File: src/rtl/mc_cpu_pkg.sv
// mc_cpu_pkg: shared definitions for the multi-cycle RV32I-subset core.
//   - opcode / funct3 / funct7 constants for the supported instructions
//   - control FSM state enum, ALU operation enum, immediate format enum
//   - imm_gen(): sign-extended immediate extraction for I/S/B formats
package mc_cpu_pkg;

  localparam logic [6:0] OP_R      = 7'b0110011;
  localparam logic [6:0] OP_IMM    = 7'b0010011;
  localparam logic [6:0] OP_LOAD   = 7'b0000011;
  localparam logic [6:0] OP_STORE  = 7'b0100011;
  localparam logic [6:0] OP_BRANCH = 7'b1100011;

  localparam logic [2:0] F3_ADD = 3'b000;
  localparam logic [2:0] F3_SLT = 3'b010;
  localparam logic [2:0] F3_OR  = 3'b110;
  localparam logic [2:0] F3_AND = 3'b111;
  localparam logic [2:0] F3_W   = 3'b010;
  localparam logic [2:0] F3_BEQ = 3'b000;

  localparam logic [6:0] F7_BASE = 7'b0000000;
  localparam logic [6:0] F7_SUB  = 7'b0100000;

  typedef enum logic [2:0] {
    S_FETCH  = 3'd0,
    S_DECODE = 3'd1,
    S_EXEC   = 3'd2,
    S_MEM    = 3'd3,
    S_WB     = 3'd4,
    S_HALT   = 3'd5
  } state_t;

  typedef enum logic [2:0] {
    ALU_ADD = 3'd0,
    ALU_SUB = 3'd1,
    ALU_AND = 3'd2,
    ALU_OR  = 3'd3,
    ALU_SLT = 3'd4
  } alu_op_t;

  typedef enum logic [1:0] {
    IMM_I = 2'd0,
    IMM_S = 2'd1,
    IMM_B = 2'd2
  } imm_t;

  function automatic logic [31:0] imm_gen(input logic [31:0] ins, input imm_t t);
    logic [31:0] v;
    unique case (t)
      IMM_S:   v = {{20{ins[31]}}, ins[31:25], ins[11:7]};
      IMM_B:   v = {{19{ins[31]}}, ins[31], ins[7], ins[30:25], ins[11:8], 1'b0};
      default: v = {{20{ins[31]}}, ins[31:20]};
    endcase
    return v;
  endfunction

endpackage

File: src/rtl/mc_cpu_core_alu.sv
// mc_alu: combinational ALU for the multi-cycle core.
// Ports:
//   i_a, i_b [31:0]  operands
//   i_op             alu_op_t (add, sub, and, or, signed slt)
//   o_y  [31:0]      result (add/sub wrap modulo 2^32)
//   o_zero           o_y == 0 (used for beq with ALU_SUB)
module mc_alu
  import mc_cpu_pkg::*;
(
  input  logic [31:0] i_a,
  input  logic [31:0] i_b,
  input  alu_op_t     i_op,
  output logic [31:0] o_y,
  output logic        o_zero
);

  always_comb begin
    o_y = '0;
    unique case (i_op)
      ALU_ADD: o_y = i_a + i_b;
      ALU_SUB: o_y = i_a - i_b;
      ALU_AND: o_y = i_a & i_b;
      ALU_OR:  o_y = i_a | i_b;
      ALU_SLT: o_y = {31'd0, $signed(i_a) < $signed(i_b)};
      default: o_y = '0;
    endcase
  end

  assign o_zero = (o_y == 32'd0);

endmodule

File: src/rtl/mc_cpu_core.sv
// mc_cpu_core: multi-cycle RV32I-subset core with a single shared memory port.
// Parameters: NREGS (8/16/32), ADDR_W (8..32), RESET_PC (word aligned).
// Ports:
//   clk, reset            rising-edge clock, synchronous active-high reset
//   step                  single-step advance (only with MC_CPU_STEP_EN)
//   mem_req/we/addr/wdata request to unified memory, held until mem_ready
//   mem_rdata, mem_ready  read data and transfer completion
//   pc, instr             current instruction address and latched instruction
//   retire                one-cycle pulse, coincident with the pc update
//   halted, illegal       sticky stop and its cause (unsupported encoding)
// Optional build macro: MC_CPU_STEP_EN (fetch waits for step=1).
//
// state    | meaning
// FETCH    | request instruction at pc, latch it on mem_ready
// DECODE   | read rs1/rs2, build immediate, trap illegal encodings
// EXEC     | ALU; beq resolves and retires, lw/sw issue data request
// MEM      | wait for data transfer; sw retires, lw latches data
// WB       | write rd, retire
// HALT     | stopped until reset
module mc_cpu_core
  import mc_cpu_pkg::*;
#(
  parameter int                NREGS    = 32,
  parameter int                ADDR_W   = 32,
  parameter logic [ADDR_W-1:0] RESET_PC = '0
) (
  input  logic              clk,
  input  logic              reset,
  input  logic              step,
  output logic              mem_req,
  output logic              mem_we,
  output logic [ADDR_W-1:0] mem_addr,
  output logic [31:0]       mem_wdata,
  input  logic [31:0]       mem_rdata,
  input  logic              mem_ready,
  output logic [ADDR_W-1:0] pc,
  output logic [31:0]       instr,
  output logic              retire,
  output logic              halted,
  output logic              illegal
);

  localparam int         RIDX_W  = $clog2(NREGS);
  localparam logic [5:0] NREGS_L = 6'(NREGS);

  state_t              r_state;
  state_t              w_state_nxt;
  logic [ADDR_W-1:0]   r_pc;
  logic [31:0]         r_instr;
  logic [31:0]         r_a, r_b, r_imm, r_res;
  alu_op_t             r_alu_op;
  logic                r_use_imm;
  logic                r_mem_req, r_mem_we;
  logic [ADDR_W-1:0]   r_mem_addr;
  logic [31:0]         r_mem_wdata;
  logic                r_retire, r_halted, r_illegal;
  logic [31:0]         r_regs [NREGS];

  logic [6:0]          w_opcode, w_f7;
  logic [2:0]          w_f3;
  logic [4:0]          w_rd, w_rs1, w_rs2;
  logic                w_rd_ok, w_rs1_ok, w_rs2_ok;
  logic                w_legal, w_use_imm;
  alu_op_t             w_alu_op;
  imm_t                w_imm_type;
  logic [31:0]         w_rs1_val, w_rs2_val;
  logic [31:0]         w_alu_b, w_alu_y;
  logic                w_alu_zero;
  logic                w_is_beq, w_is_mem, w_is_store;
  logic [ADDR_W-1:0]   w_pc_inc, w_pc_br, w_pc_nxt;
  logic                w_retire, w_step_ok, w_issue_fetch;

`ifdef MC_CPU_STEP_EN
  assign w_step_ok = step;
`else
  logic w_unused_step;
  assign w_unused_step = step;
  assign w_step_ok     = 1'b1;
`endif

  assign w_opcode = r_instr[6:0];
  assign w_rd     = r_instr[11:7];
  assign w_f3     = r_instr[14:12];
  assign w_rs1    = r_instr[19:15];
  assign w_rs2    = r_instr[24:20];
  assign w_f7     = r_instr[31:25];

  assign w_rd_ok  = ({1'b0, w_rd}  < NREGS_L);
  assign w_rs1_ok = ({1'b0, w_rs1} < NREGS_L);
  assign w_rs2_ok = ({1'b0, w_rs2} < NREGS_L);

  assign w_rs1_val = (w_rs1 == 5'd0) ? 32'd0 : r_regs[w_rs1[RIDX_W-1:0]];
  assign w_rs2_val = (w_rs2 == 5'd0) ? 32'd0 : r_regs[w_rs2[RIDX_W-1:0]];

  assign w_is_beq   = (w_opcode == OP_BRANCH);
  assign w_is_store = (w_opcode == OP_STORE);
  assign w_is_mem   = (w_opcode == OP_LOAD) || w_is_store;

  always_comb begin
    w_legal    = 1'b0;
    w_alu_op   = ALU_ADD;
    w_use_imm  = 1'b0;
    w_imm_type = IMM_I;
    unique case (w_opcode)
      OP_R: begin
        if (w_f7 == F7_BASE) begin
          unique case (w_f3)
            F3_ADD:  begin w_legal = 1'b1; w_alu_op = ALU_ADD; end
            F3_AND:  begin w_legal = 1'b1; w_alu_op = ALU_AND; end
            F3_OR:   begin w_legal = 1'b1; w_alu_op = ALU_OR;  end
            F3_SLT:  begin w_legal = 1'b1; w_alu_op = ALU_SLT; end
            default: w_legal = 1'b0;
          endcase
        end else if (w_f7 == F7_SUB && w_f3 == F3_ADD) begin
          w_legal  = 1'b1;
          w_alu_op = ALU_SUB;
        end
        w_legal = w_legal && w_rd_ok && w_rs1_ok && w_rs2_ok;
      end
      OP_IMM: begin
        w_legal   = (w_f3 == F3_ADD) && w_rd_ok && w_rs1_ok;
        w_use_imm = 1'b1;
      end
      OP_LOAD: begin
        w_legal   = (w_f3 == F3_W) && w_rd_ok && w_rs1_ok;
        w_use_imm = 1'b1;
      end
      OP_STORE: begin
        w_legal    = (w_f3 == F3_W) && w_rs1_ok && w_rs2_ok;
        w_use_imm  = 1'b1;
        w_imm_type = IMM_S;
      end
      OP_BRANCH: begin
        w_legal    = (w_f3 == F3_BEQ) && w_rs1_ok && w_rs2_ok;
        w_alu_op   = ALU_SUB;
        w_imm_type = IMM_B;
      end
      default: w_legal = 1'b0;
    endcase
  end

  assign w_alu_b = r_use_imm ? r_imm : r_b;

  mc_alu u_alu (
    .i_a    (r_a),
    .i_b    (w_alu_b),
    .i_op   (r_alu_op),
    .o_y    (w_alu_y),
    .o_zero (w_alu_zero)
  );

  assign w_pc_inc = r_pc + ADDR_W'(4);
  assign w_pc_br  = r_pc + r_imm[ADDR_W-1:0];

  always_ff @(posedge clk) begin
    if (reset) r_state <= S_FETCH;
    else       r_state <= w_state_nxt;
  end

  always_comb begin
    w_state_nxt = r_state;
    w_pc_nxt    = r_pc;
    w_retire    = 1'b0;
    unique case (r_state)
      S_FETCH:  if (r_mem_req && mem_ready) w_state_nxt = S_DECODE;
      S_DECODE: w_state_nxt = w_legal ? S_EXEC : S_HALT;
      S_EXEC: begin
        if (w_is_beq) begin
          w_retire    = 1'b1;
          w_pc_nxt    = w_alu_zero ? w_pc_br : w_pc_inc;
          w_state_nxt = S_FETCH;
        end else if (w_is_mem) begin
          w_state_nxt = S_MEM;
        end else begin
          w_state_nxt = S_WB;
        end
      end
      S_MEM: begin
        if (r_mem_req && mem_ready) begin
          if (r_mem_we) begin
            w_retire    = 1'b1;
            w_pc_nxt    = w_pc_inc;
            w_state_nxt = S_FETCH;
          end else begin
            w_state_nxt = S_WB;
          end
        end
      end
      S_WB: begin
        w_retire    = 1'b1;
        w_pc_nxt    = w_pc_inc;
        w_state_nxt = S_FETCH;
      end
      S_HALT:  w_state_nxt = S_HALT;
      default: w_state_nxt = S_FETCH;
    endcase
  end

  // Launch the next fetch on the same edge that enters FETCH so no idle cycle
  // is spent there; an idle FETCH cycle only occurs after reset or while
  // waiting for step.
  assign w_issue_fetch = (w_state_nxt == S_FETCH) && w_step_ok &&
                         !(r_state == S_FETCH && r_mem_req);

  always_ff @(posedge clk) begin
    if (reset) begin
      r_pc        <= RESET_PC;
      r_instr     <= '0;
      r_a         <= '0;
      r_b         <= '0;
      r_imm       <= '0;
      r_res       <= '0;
      r_alu_op    <= ALU_ADD;
      r_use_imm   <= 1'b0;
      r_mem_req   <= 1'b0;
      r_mem_we    <= 1'b0;
      r_mem_addr  <= RESET_PC;
      r_mem_wdata <= '0;
      r_retire    <= 1'b0;
      r_halted    <= 1'b0;
      r_illegal   <= 1'b0;
    end else begin
      r_retire <= w_retire;
      if (w_retire) r_pc <= w_pc_nxt;
      unique case (r_state)
        S_FETCH: begin
          if (r_mem_req && mem_ready) begin
            r_instr   <= mem_rdata;
            r_mem_req <= 1'b0;
          end
        end
        S_DECODE: begin
          r_a       <= w_rs1_val;
          r_b       <= w_rs2_val;
          r_imm     <= imm_gen(r_instr, w_imm_type);
          r_alu_op  <= w_alu_op;
          r_use_imm <= w_use_imm;
          if (!w_legal) begin
            r_halted  <= 1'b1;
            r_illegal <= 1'b1;
          end
        end
        S_EXEC: begin
          r_res <= w_alu_y;
          if (w_is_mem) begin
            r_mem_req   <= 1'b1;
            r_mem_we    <= w_is_store;
            r_mem_addr  <= w_alu_y[ADDR_W-1:0];
            r_mem_wdata <= r_b;
          end
        end
        S_MEM: begin
          if (r_mem_req && mem_ready) begin
            r_mem_req <= 1'b0;
            r_mem_we  <= 1'b0;
            if (!r_mem_we) r_res <= mem_rdata;
          end
        end
        default: ;
      endcase
      if (w_issue_fetch) begin
        r_mem_req  <= 1'b1;
        r_mem_we   <= 1'b0;
        r_mem_addr <= w_pc_nxt;
      end
    end
  end

  always_ff @(posedge clk) begin
    if (reset) begin
      for (int i = 0; i < NREGS; i++) r_regs[i] <= '0;
    end else if (r_state == S_WB && w_rd != 5'd0) begin
      r_regs[w_rd[RIDX_W-1:0]] <= r_res;
    end
  end

  assign mem_req   = r_mem_req;
  assign mem_we    = r_mem_we;
  assign mem_addr  = r_mem_addr;
  assign mem_wdata = r_mem_wdata;
  assign pc        = r_pc;
  assign instr     = r_instr;
  assign retire    = r_retire;
  assign halted    = r_halted;
  assign illegal   = r_illegal;

endmodule

File: config.mk
export PLATFORM = sky130hd
export DESIGN_NAME = mc_cpu_core
export DESIGN_NICKNAME = d
export VERILOG_FILES = /design/src/rtl/mc_cpu_pkg.sv /design/src/rtl/mc_cpu_core_alu.sv /design/src/rtl/mc_cpu_core.sv
export SDC_FILE = /design/constraint.sdc
export NUM_CORES = 2
export LEC_CHECK = 0
export CAP_MARGIN = 20
export CORE_MARGIN = 10
export CORE_UTILIZATION = 65
export DETAILED_ROUTE_END_ITERATION = 10
export PLACE_DENSITY = 0.81
export REMOVE_ABC_BUFFERS = 1
export SYNTH_ARGS = -nofsm -noshare
export SYNTH_HDL_FRONTEND = slang
export SYNTH_HIERARCHICAL = 1
export SYNTH_SLANG_ARGS = --single-unit
File: constraint.sdc
create_clock -name clk -period 13.45 [get_ports clk]
set_input_delay 2.69 -clock clk [delete_from_list [all_inputs] [get_ports clk]]
set_output_delay 2.69 -clock clk [all_outputs]
set_load 0.02 [all_outputs]
==> impl_metrics.yaml <==
detailed_routing:
  drt_pass1_iterations: 6
  wl_per_cell_um: 33.5
  avgViaCountPerCell: 7.27
  drtAntennaViolNets: 0
  wirelength_um: 242000
  vias: 52650
  post-route-drc-count: 0
  drt_iter0_drc: 8259
timing:
  setup_tns_ps: 0
  finalCriticalPeriod_ps: 8170
  relSlewSlack_pct: 18.9
  finalSetupViolCount: 0
  final-max-slew-violation-count: 0
  fmax_mhz: 122
  period_share_pct: 60.8
  fin_hold_ws_ps: 454
  hold_viol_final: 0
  skew_ps: 31.1
  max_slew.worst_pin.slew_ps: 1210
  rsz0062_at_grt: "false"
logic_synthesis:
  netlist_instances: 5702
  synthDistinctLibCells: 103
  async_flop_share_pct: 0
  synth_edf_count: 1024
  synth_ff_type: "edfxtp_1"
  syn_avg_cell_area_um2: 12.7
  synth_area_um2: 72200
  synth_seq_cells: 1282
  seq_area_frac_synth_pct: 49.7
  ys_warn_count: 6
floorplan:
  rows: 122
  io_pins: 169
  die_w_um: 353
  die_y_um: 353
  die_area_um2: 125000
  coreArea_um2: 111000
  start_util_pct: 65.3
min_path:
  whs_endpoint: "mem_wdata[11]"
  hold_start: "mem_wdata[11]"
  min_path_cells: 2
  hp-class: "reg2reg"
status:
  status: "completed"
grt:
  grt_pass1_wl_um: 350000
  overflow: 0
  grt_pass1_vias: 52074
  antenna_found_initial: 16
  grt_max_degree: 107
  grt_usage_pct: 38.0
worst_setup_path:
  startpoint_type: "flop"
  worst_ep_required_time_ps: 14080
  cp-end-kind: "flop"
  worst_r2r_startpoint: "r_use_imm"
  r2r_cells: 24
  cp_max_fo: 34
  rrSetupSlack_ps: 5280
  worst-setup-path-type: "reg2reg"
  critPathArrivalTime_ps: 8800
  reg2reg_to: "mem_addr[27]"
power_and_ir_drop:
  ir_worst_vdd_mv: 0.165
  leakagePower_nw: 27.5
  powerDensity_nw_per_um2: 123
cts:
  path_clk_slew_ps: 60
  cts_buffers: 137
  clock_latency_ps: 780
  root_buffer: "clkbuf_16"
  cts_tree: "yes"
  ctsLongestPathBuffers: 3
  clock-sinks: 1282
  postCtsSetupBuffers: 0
  post_cts_resized: 0
  ctsHoldBuffers: 0
  htreeDepth: 4
job:
  maxCapViolCount: 0
final_layout:
  fin_cells: 7243
  fillers: 7068
  final_nets: 5821
  final_cell_area_um2: 80100
  post-route-util_pct: 72.5
  synthToLayoutAreaGrowth_pct: 11.0
  drive_gt1_share_pct: 19.2
placement:
  dp_cells: 6979
  portBuffers: 167
  postPlaceCellArea_um2: 75100
  gp_congestion: 0.980
  place_hpwl_um: 151000
## routing by layer
layer	track usage, %	part of all wire (%)	vias to the layer above
li1	-	-	21198
met3	10.7	14	1036
met2	59.8	46	4545
met5	0	0.057	-
met4	21.2	6.7	22
met1	47.6	33	25849
## stage by stage
| step | power [mW] | setup slack, ps |
|---|---|---|
| 2_1_floorplan | 5.54 | 1370 |
| 3_3_place_gp | 5.90 | 5630 |
| 3_5_place_dp | 5.94 | 5580 |
| 4_1_cts | 9.82 | 5510 |
| 5_1_grt | 10.1 | 5080 |
| 6_report | 9.88 | 5280 |
## layout by cell type (no fill, tap or decap), drive strengths merged, types with 15 or more instances in the layout
| cell type | Yosys | routed |
|---|---|---|
| a211oi | 71 | 71 |
| a21o | 21 | 21 |
| a21oi | 334 | 334 |
| a31oi | 27 | 27 |
| and2 | 1009 | 1009 |
| and3 | 19 | 19 |
| buf | 113 | 127 |
| bufinv | 0 | 19 |
| clkbuf | 408 | 178 |
| clkdlybuf4s50 | 0 | 166 |
| clkinv | 1 | 39 |
| conb | 1 | 32 |
| dfxtp | 258 | 258 |
| edfxtp | 1024 | 1024 |
| ha | 139 | 139 |
| inv | 130 | 137 |
| mux2i | 114 | 114 |
| mux4 | 640 | 640 |
| nand2 | 345 | 345 |
| nand3 | 61 | 61 |
| nand4 | 20 | 20 |
| nor2 | 369 | 369 |
| nor3 | 62 | 62 |
| nor4 | 17 | 17 |
| o211ai | 25 | 25 |
| o21ai | 174 | 174 |
| o221ai | 15 | 15 |
| o31ai | 15 | 15 |
| xnor2 | 32 | 32 |
| xor2 | 15 | 15 |
## cell type report
class	count	area (um2)	area share [%]
clock inverters	70	951	1.19
diodes	3	7.51	0.00937
clock buffers	178	3690	4.60
flip-flops and latches	1282	35900	44.9
well taps	1488	1860	2.32
multi-input cells	3798	34300	42.8
inverters	131	493	0.615
repair buffers	293	2910	3.64
## cells by family after synthesis
logic type,after synthesis,synth area share [%]
simple gates,1987,14.8
flops,1282,49.7
compound gates,822,7.04
mux,768,21.8
buf+inv,653,3.62
fa+ha+maj,142,2.49
xor+xnor,47,0.570
other cells,1,0.00519
## how the worst max path moves through the flow
stage | cells past startpoint | slack, ps | start | to
2_1_floorplan | 6 | 1370 | flop | r_a[0]
3_3_place_gp | 24 | 5630 | r_use_imm | mem_addr[27]
3_5_place_dp | 24 | 5580 | r_use_imm | mem_addr[27]
4_1_cts | 24 | 5510 | r_use_imm | mem_addr[27]
5_1_grt | 24 | 5080 | r_use_imm | mem_addr[1]
6_report | 24 | 5280 | r_use_imm | mem_addr[27]
## critical path: stages, from the launching register on
cell,delay (ps)
dfxtp_1,300
buf_4,370
nand2_1,530
o21ai_0,340
inv_1,130
ha_1,510
inv_1,190
nor2_1,350
nand4_1,290
a2111oi_0,830
o21ai_0,310
a21oi_1,250
a311oi_2,70
xor2_1,280
o211ai_1,120
nor4_1,440
and4b_1,280
buf_4,370
inv_1,320
nor2_1,650
nand4b_1,180
a21oi_1,160
a2111oi_0,80
a21oi_1,450
a21oi_1,120
## cell usage after synthesis (20+ instances only)
cell	instances	area (um2)
and2_1	1007	6300
o21ai_0	166	831
xnor2_1	32	280
nand4_1	20	125
buf_1	36	135
edfxtp_1	1024	30700
nand3_1	59	295
dfxtp_1	258	5160
nor2_1	366	1370
a211oi_1	69	518
nand2_1	344	1290
mux2i_1	114	1140
mux4_2	640	14400
buf_2	65	325
clkbuf_1	406	1520
inv_1	128	480
ha_1	139	1740
nor3_1	58	290
a31oi_1	26	163
o211ai_1	25	188
a21oi_1	331	1660
## report_power, final
part / total (mW) / internal (mW) / leakage [nW] / switching, mW
registers: 4.55 / 4.41 / 12.6 / 0.135
clock network: 3.96 / 2.32 / 2.24 / 1.64
logic: 1.38 / 0.542 / 12.6 / 0.835
total: 9.88 / 7.27 / 27.5 / 2.61
## registers in the layout, summed over array words and instances, names as in the netlist, named ones only
register   cells
r_imm         13
instr         32
mem_req        1
r_use_imm      1
mem_wdata     32
pc            32
r_res         32
mem_we         1
retire         1
illegal        1
r_b           32
mem_addr      32
r_state        3
r_regs      1024
r_a           32
r_alu_op       3
Power figures use the tool's default switching activity.
